[config.mk]
export PLATFORM = sky130hd
export DESIGN_NAME = matrix_scan_driver
export DESIGN_NICKNAME = d
export VERILOG_FILES = /design/src/rtl/matrix_scan_driver.sv
export SDC_FILE = /design/constraint.sdc
export NUM_CORES = 1
export LEC_CHECK = 0
export CAP_MARGIN = 20
export CORE_MARGIN = 4
export CORE_UTILIZATION = 54
export DETAILED_ROUTE_END_ITERATION = 16
export PLACE_DENSITY = 0.87
export SLEW_MARGIN = 25
export SYNTH_ARGS = -nofsm -noshare
export SYNTH_HDL_FRONTEND = slang
export SYNTH_SLANG_ARGS = --single-unit
export TNS_END_PERCENT = 30
[constraint.sdc]
create_clock -name clock -period 3.2 [get_ports clock]
set_clock_uncertainty 0.15 [all_clocks]
set_input_delay 0.64 -clock clock [delete_from_list [all_inputs] [get_ports clock]]
set_output_delay 0.64 -clock clock [all_outputs]
set_load 0.05 [all_outputs]
[src/rtl/matrix_scan_driver.sv]
`timescale 1ns/1ps
// matrix_scan_driver
// Time-multiplexed column scan for a COLS x ROWS LED matrix holding FRAMES
// images. Each column slot lasts SCAN_DIV cycles; the first BLANK_CYCLES of
// every slot are blanked to prevent ghosting. Pixel data and frame selection
// are latched into a shadow buffer only at frame boundaries, so a frame is
// never torn. Outputs are registered and carry the configured polarity.
module matrix_scan_driver #(
  parameter int COLS           = 5,
  parameter int ROWS           = 7,
  parameter int FRAMES         = 2,
  parameter int SCAN_DIV       = 1000,
  parameter int BLANK_CYCLES   = 2,
  parameter int ALT_FRAMES     = 250,
  parameter int COL_ACTIVE_LOW = 1,
  parameter int ROW_ACTIVE_LOW = 0,
  localparam int FW = (FRAMES > 1) ? $clog2(FRAMES) : 1,
  localparam int IW = FRAMES * COLS * ROWS
) (
  input  logic            clock,
  input  logic            reset,
  input  logic            enable,
  input  logic [1:0]      mode,
  input  logic [FW-1:0]   frame_sel,
  input  logic [IW-1:0]   image_data,
  output logic [COLS-1:0] matrix_col,
  output logic [ROWS-1:0] matrix_row,
  output logic [FW-1:0]   current_frame,
  output logic            frame_start
);

  // Counter widths.
  localparam int PW = (SCAN_DIV > 1) ? $clog2(SCAN_DIV) : 1;
  localparam int CW = $clog2(COLS);
  localparam int AW = (ALT_FRAMES > 1) ? $clog2(ALT_FRAMES) : 1;
  localparam int NW = FRAMES * COLS;
  localparam int WW = (NW > 1) ? $clog2(NW) : 1;

  // Terminal counts.
  localparam logic [PW-1:0] PRESC_LAST = PW'(SCAN_DIV - 1);
  localparam logic [CW-1:0] COL_LAST   = CW'(COLS - 1);
  localparam logic [AW-1:0] ALT_LAST   = AW'(ALT_FRAMES - 1);
  localparam logic [FW-1:0] FRAME_LAST = FW'(FRAMES - 1);

  // Idle (inactive) pin levels; XOR-ing an active-high pattern with these
  // applies the output polarity.
  localparam logic [COLS-1:0] COL_IDLE = {COLS{COL_ACTIVE_LOW != 0}};
  localparam logic [ROWS-1:0] ROW_IDLE = {ROWS{ROW_ACTIVE_LOW != 0}};

  // Active frame-selection policy latched at each boundary.
  typedef enum logic [1:0] {
    SEL_STATIC = 2'd0,
    SEL_AUTO   = 2'd1,
    SEL_MANUAL = 2'd2
  } sel_t;

  // State registers and their next values.
  logic [PW-1:0]   presc_reg,        presc_next;
  logic [CW-1:0]   col_reg,          col_next;
  logic [AW-1:0]   alt_reg,          alt_next;
  logic [FW-1:0]   frame_reg,        frame_next;
  sel_t            sel_reg,          sel_next;
  logic            load_pending_reg, load_pending_next;
  logic [IW-1:0]   shadow_reg,       shadow_next;
  logic [COLS-1:0] col_out_reg,      col_out_next;
  logic [ROWS-1:0] row_out_reg,      row_out_next;
  logic            frame_start_reg,  frame_start_next;

  // Decoded request and timing strobes.
  sel_t            req_sel;
  logic [FW-1:0]   manual_frame;
  logic            tick;
  logic            boundary;
  logic            sample;
  logic            drive;
  logic [COLS-1:0] col_hot;
  logic [WW-1:0]   word_idx;
  logic [ROWS-1:0] col_words [NW];

  // One-hot (active-high) column decode of the scan index.
  generate
    for (genvar gi = 0; gi < COLS; gi++) begin : g_col_hot
      assign col_hot[gi] = (col_reg == CW'(gi));
    end
  endgenerate

  // View the shadow buffer as one ROWS-wide word per (frame, column).
  generate
    for (genvar gi = 0; gi < NW; gi++) begin : g_col_words
      assign col_words[gi] = shadow_reg[gi*ROWS +: ROWS];
    end
  endgenerate

  // Decode the mode pins and clamp an out-of-range manual frame index.
  always_comb begin
    req_sel      = SEL_STATIC;
    manual_frame = frame_sel;
    if (FRAMES > 1) begin
      case (mode)
        2'b01:   req_sel = SEL_AUTO;
        2'b10:   req_sel = SEL_MANUAL;
        default: req_sel = SEL_STATIC;
      endcase
    end
    if (32'(frame_sel) > 32'(FRAMES - 1)) begin
      manual_frame = FRAME_LAST;
    end
  end

  // Slot timing: prescaler tick, frame boundary and selection sampling.
  always_comb begin
    tick     = enable && (presc_reg == PRESC_LAST);
    boundary = tick && (col_reg == COL_LAST);
    sample   = enable && (load_pending_reg || boundary);
    drive    = enable && (int'(presc_reg) >= BLANK_CYCLES);
    word_idx = WW'(int'(frame_reg) * COLS + int'(col_reg));
  end

  // Next-state for the scan counters, frame selection and shadow buffer.
  always_comb begin
    presc_next        = presc_reg;
    col_next          = col_reg;
    alt_next          = alt_reg;
    frame_next        = frame_reg;
    sel_next          = sel_reg;
    load_pending_next = load_pending_reg;
    shadow_next       = shadow_reg;

    if (enable) begin
      load_pending_next = 1'b0;
      if (tick) begin
        presc_next = '0;
        col_next   = (col_reg == COL_LAST) ? '0 : col_reg + CW'(1);
      end else begin
        presc_next = presc_reg + PW'(1);
      end
    end

    // While the display is off the shadow tracks the input so the first
    // frame after re-enable is current.
    if (!enable || sample) begin
      shadow_next = image_data;
    end

    if (sample) begin
      sel_next = req_sel;
      case (req_sel)
        SEL_AUTO: begin
          if (sel_reg != SEL_AUTO) begin
            // Entering auto: start counting afresh from the shown frame.
            alt_next = '0;
          end else if (alt_reg == ALT_LAST) begin
            alt_next   = '0;
            frame_next = (frame_reg == FRAME_LAST) ? '0 : frame_reg + FW'(1);
          end else begin
            alt_next = alt_reg + AW'(1);
          end
        end
        SEL_MANUAL: begin
          alt_next   = '0;
          frame_next = manual_frame;
        end
        default: begin
          alt_next   = '0;
          frame_next = '0;
        end
      endcase
    end
  end

  // Registered pin drive: blank window and disable force the idle levels.
  always_comb begin
    col_out_next     = COL_IDLE;
    row_out_next     = ROW_IDLE;
    frame_start_next = boundary;
    if (drive) begin
      col_out_next = col_hot ^ COL_IDLE;
      row_out_next = col_words[word_idx] ^ ROW_IDLE;
    end
  end

  // State register with synchronous reset that overrides every input.
  always_ff @(posedge clock) begin
    if (reset) begin
      presc_reg        <= '0;
      col_reg          <= '0;
      alt_reg          <= '0;
      frame_reg        <= '0;
      sel_reg          <= SEL_STATIC;
      load_pending_reg <= 1'b1;
      shadow_reg       <= '0;
      col_out_reg      <= COL_IDLE;
      row_out_reg      <= ROW_IDLE;
      frame_start_reg  <= 1'b0;
    end else begin
      presc_reg        <= presc_next;
      col_reg          <= col_next;
      alt_reg          <= alt_next;
      frame_reg        <= frame_next;
      sel_reg          <= sel_next;
      load_pending_reg <= load_pending_next;
      shadow_reg       <= shadow_next;
      col_out_reg      <= col_out_next;
      row_out_reg      <= row_out_next;
      frame_start_reg  <= frame_start_next;
    end
  end

  assign matrix_col    = col_out_reg;
  assign matrix_row    = row_out_reg;
  assign current_frame = frame_reg;
  assign frame_start   = frame_start_reg;

endmodule
==> results of run 1 <==
-- synthesized netlist by cell type, types with 2 or more instances --
library cell and number:
a21o_1 2, a21oi_1 15, a41oi_1 2, and3_1 2, buf_2 5, buf_6 7, clkbuf_1 23, dfxtp_1 108
ha_1 15, inv_1 14, mux2i_1 81, mux4_2 14, nand2_1 20, nand2b_1 143, nand3_1 7, nand3b_1 4
nand4_1 3, nor2_1 15, nor3_1 10, nor3b_1 14, nor4_1 3, o21ai_0 2, o22ai_1 2, o31a_1 7
o31ai_1 2, o32ai_1 2, or2_2 3, or3_1 6, xnor2_1 3, xor2_1 5
-- how the worst max path moves through the flow --
stage	slack, ns	start	endpoint	cells past startpoint
finish	0.67	current_frame$_SDFFE_PP0P_	matrix_row[5]$_SDFF_PP0_	6
global route	0.51	col_reg[0]$_SDFFE_PP0P_	matrix_row[1]$_SDFF_PP0_	6
floorplan	0.54	current_frame$_SDFFE_PP0P_	matrix_row[3]$_SDFF_PP0_	7
global placement	0.49	enable	shadow_reg[52]$_SDFFE_PP0P_	6
CTS	0.66	col_reg[0]$_SDFFE_PP0P_	matrix_row[5]$_SDFF_PP0_	6
detailed placement	0.41	enable	shadow_reg[67]$_SDFFE_PP0P_	6
-- routing by layer --
metal  vias to the layer above  track usage  share of wire
met1                      1943        0.255           0.43
met4                         0       0.0882          0.028
met3                        25       0.0299          0.043
li1                       2053            -              -
met2                       107        0.340           0.49
met5                         -            0              0
-- worst max-delay path: cells and delay by family (launching register included) --
kind / cells / cell delay, ns
simple gates: 2 / 0.25
fa+ha+maj: 2 / 0.85
flops: 1 / 0.38
compound gates: 2 / 0.82
-- cell type report --
cell class,count,share of cell area
Sequential cell,108,0.322
Timing Repair Buffer,99,0.149
Clock inverter,6,0.00708
Inverter,14,0.00782
Multi-Input combinational cell,399,0.470
Clock buffer,10,0.0190
Tap cell,133,0.0248
-- power groups by stage --
stage / Sequential (mW) / Combinational (mW) / Clock (mW)
after detailed placement: 1.48 / 0.364 / 0
after floorplan: 1.47 / 0.218 / 0
final: 1.45 / 0.364 / 0.767
after CTS: 1.45 / 0.366 / 0.782
after global placement: 1.47 / 0.354 / 0
after global routing: 1.46 / 0.396 / 0.828
-- through the flow --
step	area [um^2]	instances
final	6720	769
after global routing	6720	769
after CTS	6720	769
after detailed placement	6540	753
after global placement	6540	753
after floorplan	5550	556
-- cell families after synthesis --
group | Yosys count
buffers and inverters | 49
AND/OR/NAND/NOR | 239
flip-flops | 108
adder cells (fa/ha/maj) | 15
multiplexers | 95
AO/OA/AOI/OAI | 42
XOR/XNOR | 8
==> run_results.csv, run 1 <==
group,metric,value,unit
outcome,status,"complete, no violations",
placed_design,port_buffers,89,
setup_path,critPathMaxFanout,10,
sta,hold_ws,0.331,ns
floorplan,core-area,0.00991,mm^2
setup_path,arrival,2.66,ns
clocking,htree_num_levels,3,
sta,max_freq,395,MHz
min_path,holdPathStages,2,
placed_design,pre_cts_slack,0.405,ns
power,power_frac_seq,0.562,
min_path,min_from,"shadow_reg[38]$_SDFFE_PP0P_",
layout,utilization,0.678,
clocking,hold_buffers,0,
layout,antenna_cells,0,
yosys,synthAdderAreaFrac,0.0338,
setup_path,critPathSlowestCell,"ha_1",
setup_path,rr_startpoint,"current_frame$_SDFFE_PP0P_",
yosys,yosys-top-cells-area,"dfxtp_1, nand2b_1, mux2i_1",
layout,final-seq-area,0.00216,mm^2
yosys,synth_edf_count,0,
yosys,synth_area,0.00555,mm^2
power,power_frac_clock,0.297,
clocking,postCtsSetupBuffers,0,
setup_path,r2r_cells,6,
layout,area_growth,21.1,%
global_routing,gr-usage-all-layers,0.201,
layout,final_common_cell,"nand2b_1",
min_path,hold_path_class,"flop to flop",
drt,firstDrtPassIters,4,
clocking,numClockSinks,108,
yosys,syn_avg_cell_area,9.98,um^2
floorplan,die_x,109,um
flow_run,drv_cap,0,
sta,fin_tns_setup,0,ns
floorplan,die_area,0.0120,mm^2
clocking,clk_latency,0.37,ns
yosys,yosys.area_share.xor_xnor,0.0126,
sta,post-route-period-util,0.792,
power,p_comb_frac,0.141,
global_routing,grt_start_max_net_pins,101,
sta,setup_slack,0.667,ns
setup_path,worstSetupPathType,"flop to flop",
layout,nNetsFinal,722,
drt,avgRoutedWirePerCell,15.2,um
power,switchingPower,0.662,mW
yosys,synthesis.nets,647,
clocking,cts-root-buf,"clkbuf_8",
global_routing,antenna_found_initial,0,
power,intPower,1.92,mW
layout,drive_gt1_frac,0.0786,
floorplan,ios,90,
yosys,synth_top_area_cell,"dfxtp_1",
drt,vias_per_cell,5.37,
floorplan,num_rows,36,
global_routing,first_global_vias,4101,
setup_path,rrSetupSlack,0.67,ns
drt,wl,11.7,mm
drt,drcViolationCount,0,
clocking,clk_pin_slew,0.11,ns
power,p_sw_frac,0.257,
yosys,synth_top_area_frac,0.390,
yosys,yosys-mux-area-fraction,0.203,
setup_path,slowest_delay,0.59,ns
power,power,2.58,mW
floorplan,die_h,109,um
layout,n_fill_cell,780,
sta,slew_violations,0,
clocking,clock_path_buffers,2,
layout,multiInputGateArea,0.00316,mm^2
sta,period_minus_slack,2.53,ns
setup_path,crit_top_cell,"ha_1",
setup_path,critPathLaunchType,"flop",
yosys,ys_warn_count,0,
drt,ant_nets,0,
placed_design,gp_congestion,0.880,
power,max-vdd-ir-drop,201,uV
sta,slew_headroom,0.498,
min_path,holdPathEnd,"shadow_reg[38]$_SDFFE_PP0P_",
yosys,synth_cells,556,
sta,rsz0062_at_grt,"false",
yosys,synthArstFlopShare,0,
setup_path,end_kind,"flop",
floorplan,initial_utilization,0.560,
drt,drt_iter0_markers,220,
yosys,synth-simple-area-share,0.258,
layout,final_cell_mix,"nand2b_1, dfxtp_1, clkdlybuf4s50_1",
layout,largest_reg_flops,70,
drt,dr_total_vias,4128,
sta,hold_viol_final,0,
power,p_leak,2.38,nW
yosys,seq_area_frac_synth,0.390,
global_routing,grt_pass1_wl,19.1,mm
clocking,cts.repair.resized,0,
yosys,synth_compound_area_frac,0.0589,
setup_path,worstPathCellList,"ha_1, ha_1, nor4b_1, a41oi_1, nor2_1, o31a_1",
yosys,yosys_register_bits,108,
power,p_per_area,384,mW/mm^2
yosys,synth_top_family_by_area,"simple AND/OR/NAND/NOR gates",
yosys,ys_types,47,
setup_path,r2r-end,"matrix_row[5]$_SDFF_PP0_",
yosys,ys.flop_type,"dfxtp_1",
sta,tightest_slew,0.753,ns
clocking,cts_tree,"built",
sta,setup_viol,0,
clocking,numCtsBuffers,9,
global_routing,overflow,0,
setup_path,required,3.32,ns
placed_design,place_hpwl,8.49,mm
(Power assumes the default switching activity.)
==> run 2, diff against run 1 <==
==> constraint.sdc (replaced) <==
create_clock -name clock -period 2.4 [get_ports clock]
set_clock_uncertainty 0.15 [all_clocks]
set_input_delay 0.48 -clock clock [delete_from_list [all_inputs] [get_ports clock]]
set_output_delay 0.48 -clock clock [all_outputs]
set_load 0.05 [all_outputs]
==> run 2 against run 1 <==
Compared with the run above:
- hold slack better by 0.00055 ns
- wire length up 0.87%
- non-clock buffer count up 13
- global-route usage up 0.36 points
- via count up 1.1%
- sequential power up 33%
==> run_results.csv, run 2 (synthesis results as in run 1) <==
group,metric,value,unit
floorplan,num_rows,36,
global_routing,antenna_found_initial,0,
flow_run,drv_cap,0,
drt,ant_nets,0,
global_routing,gr-usage-all-layers,0.205,
setup_path,arrival,2.37,ns
power,p_per_area,509,mW/mm^2
clocking,numCtsBuffers,9,
outcome,status,"complete, no violations",
sta,post-route-period-util,0.943,
floorplan,die_h,109,um
sta,max_freq,442,MHz
clocking,clock_path_buffers,2,
drt,avgRoutedWirePerCell,15.0,um
placed_design,gp_congestion,0.871,
placed_design,port_buffers,89,
layout,antenna_cells,0,
layout,utilization,0.696,
clocking,postCtsSetupBuffers,0,
clocking,cts-root-buf,"clkbuf_8",
layout,final-seq-area,0.00216,mm^2
layout,n_fill_cell,743,
sta,setup_viol,0,
layout,multiInputGateArea,0.00316,mm^2
setup_path,worstPathCellList,"ha_1, buf_12, mux4_2, nor3b_1, o31a_1",
drt,drcViolationCount,0,
layout,final_area,0.00689,mm^2
sta,slew_headroom,0.546,
setup_path,slowest_delay,0.56,ns
drt,dr_total_vias,4172,
power,max-vdd-ir-drop,347,uV
layout,area_growth,24.3,%
clocking,numClockSinks,108,
global_routing,first_global_vias,4208,
clocking,cts_tree,"built",
setup_path,worstSetupPathType,"flop to flop",
global_routing,grt_pass1_wl,19.5,mm
clocking,htree_num_levels,3,
layout,final_cell_mix,"nand2b_1, dfxtp_1, clkdlybuf4s50_1",
drt,firstDrtPassIters,4,
global_routing,overflow,0,
clocking,hold_buffers,0,
placed_design,place_hpwl,8.58,mm
clocking,clk_pin_slew,0.11,ns
placed_design,dpl-instance-area,0.00670,mm^2
sta,hold_viol_final,0,
clocking,cts.repair.resized,0,
floorplan,die_area,0.0120,mm^2
setup_path,critPathSlowestCell,"mux4_2",
setup_path,required,2.51,ns
floorplan,ios,90,
setup_path,critPathLaunchType,"flop",
layout,largest_reg_flops,70,
clocking,clk_latency,0.38,ns
setup_path,critPathMaxFanout,21,
sta,rsz0062_at_grt,"false",
setup_path,cp_top_family,"multiplexers",
layout,nNetsFinal,735,
sta,tightest_slew,0.681,ns
drt,wl,11.8,mm
setup_path,end_kind,"flop",
layout,final_common_cell,"nand2b_1",
floorplan,die_x,109,um
drt,drt_iter0_markers,223,
layout,drive_gt1_frac,0.100,
setup_path,cp_num_buf_inv,1,
min_path,hold_path_class,"flop to flop",
floorplan,core-area,0.00991,mm^2
sta,slew_violations,0,
floorplan,initial_utilization,0.560,
drt,vias_per_cell,5.34,
power,p_leak,2.47,nW
sta,period_minus_slack,2.26,ns
global_routing,grt_start_max_net_pins,93,
==> run 2: cell types whose count changed in the layout (fill, tap and decap cells not counted), sizes merged <==
| cell | change |
|---|---|
| buf | +13 |
| clkinv | -1 |
| inv | +2 |
| clkbuf | -1 |
==> run 2: final cells by class <==
type                       count  area share
multi-input combinational    399       0.458
sequential                   108       0.314
timing repair buffer         112       0.168
tap                          133      0.0241
clock buffer                   9      0.0180
clock inverter                 7     0.00962
inverter                      14     0.00762
==> run 2: where the power goes <==
part	internal, mW	leakage, nW	total (mW)	switching (mW)
registers	1.88	0.890	1.93	0.0501
clock network	0.404	0.0953	1.07	0.670
logic	0.306	1.48	0.507	0.201
==> run 2: worst paths after layout <==
check	startpoint	endpoint	slack, ns	cells after the start
worst max register to register	col_reg[0]$_SDFFE_PP0P_	matrix_row[4]$_SDFF_PP0_	0.14	5
worst max-delay path	col_reg[0]$_SDFFE_PP0P_	matrix_row[4]$_SDFF_PP0_	0.14	5
worst min register to register	shadow_reg[46]$_SDFFE_PP0P_	shadow_reg[46]$_SDFFE_PP0P_	0.33	2
worst min-delay path	shadow_reg[46]$_SDFFE_PP0P_	shadow_reg[46]$_SDFFE_PP0P_	0.33	2
==> run 2: through the flow <==
stage          total power [mW]  cells  TNS (ns)  hold WS [ns]  worst slack [ns]
3_5_place_dp               2.48    766  -0.00467         0.314          -0.00467
5_1_grt                    3.66    782         0         0.357            0.0376
2_1_floorplan              2.25    556         0         0.294            0.0145
3_3_place_gp               2.46    766         0         0.301            0.0733
4_1_cts                    3.53    782         0         0.333             0.124
6_report                   3.51    782         0         0.332             0.138
==> run 2: worst register-to-register path, stage by stage (launching register included) <==
cell	delay, ns
dfxtp_1	0.40
ha_1	0.35
buf_12	0.21
mux4_2	0.57
nor3b_1	0.17
o31a_1	0.31
==> run 2: layer usage <==
| layer | GRT usage | routed length, um | part of all wire | vias up |
|---|---|---|---|---|
| li1 | - | - | - | 2083 |
| met1 | 0.256 | 5180 | 0.44 | 1976 |
| met2 | 0.353 | 5840 | 0.50 | 94 |
| met3 | 0.0417 | 520 | 0.044 | 19 |
| met4 | 0.0668 | 217 | 0.018 | 0 |
| met5 | 0 | 0 | 0 | - |
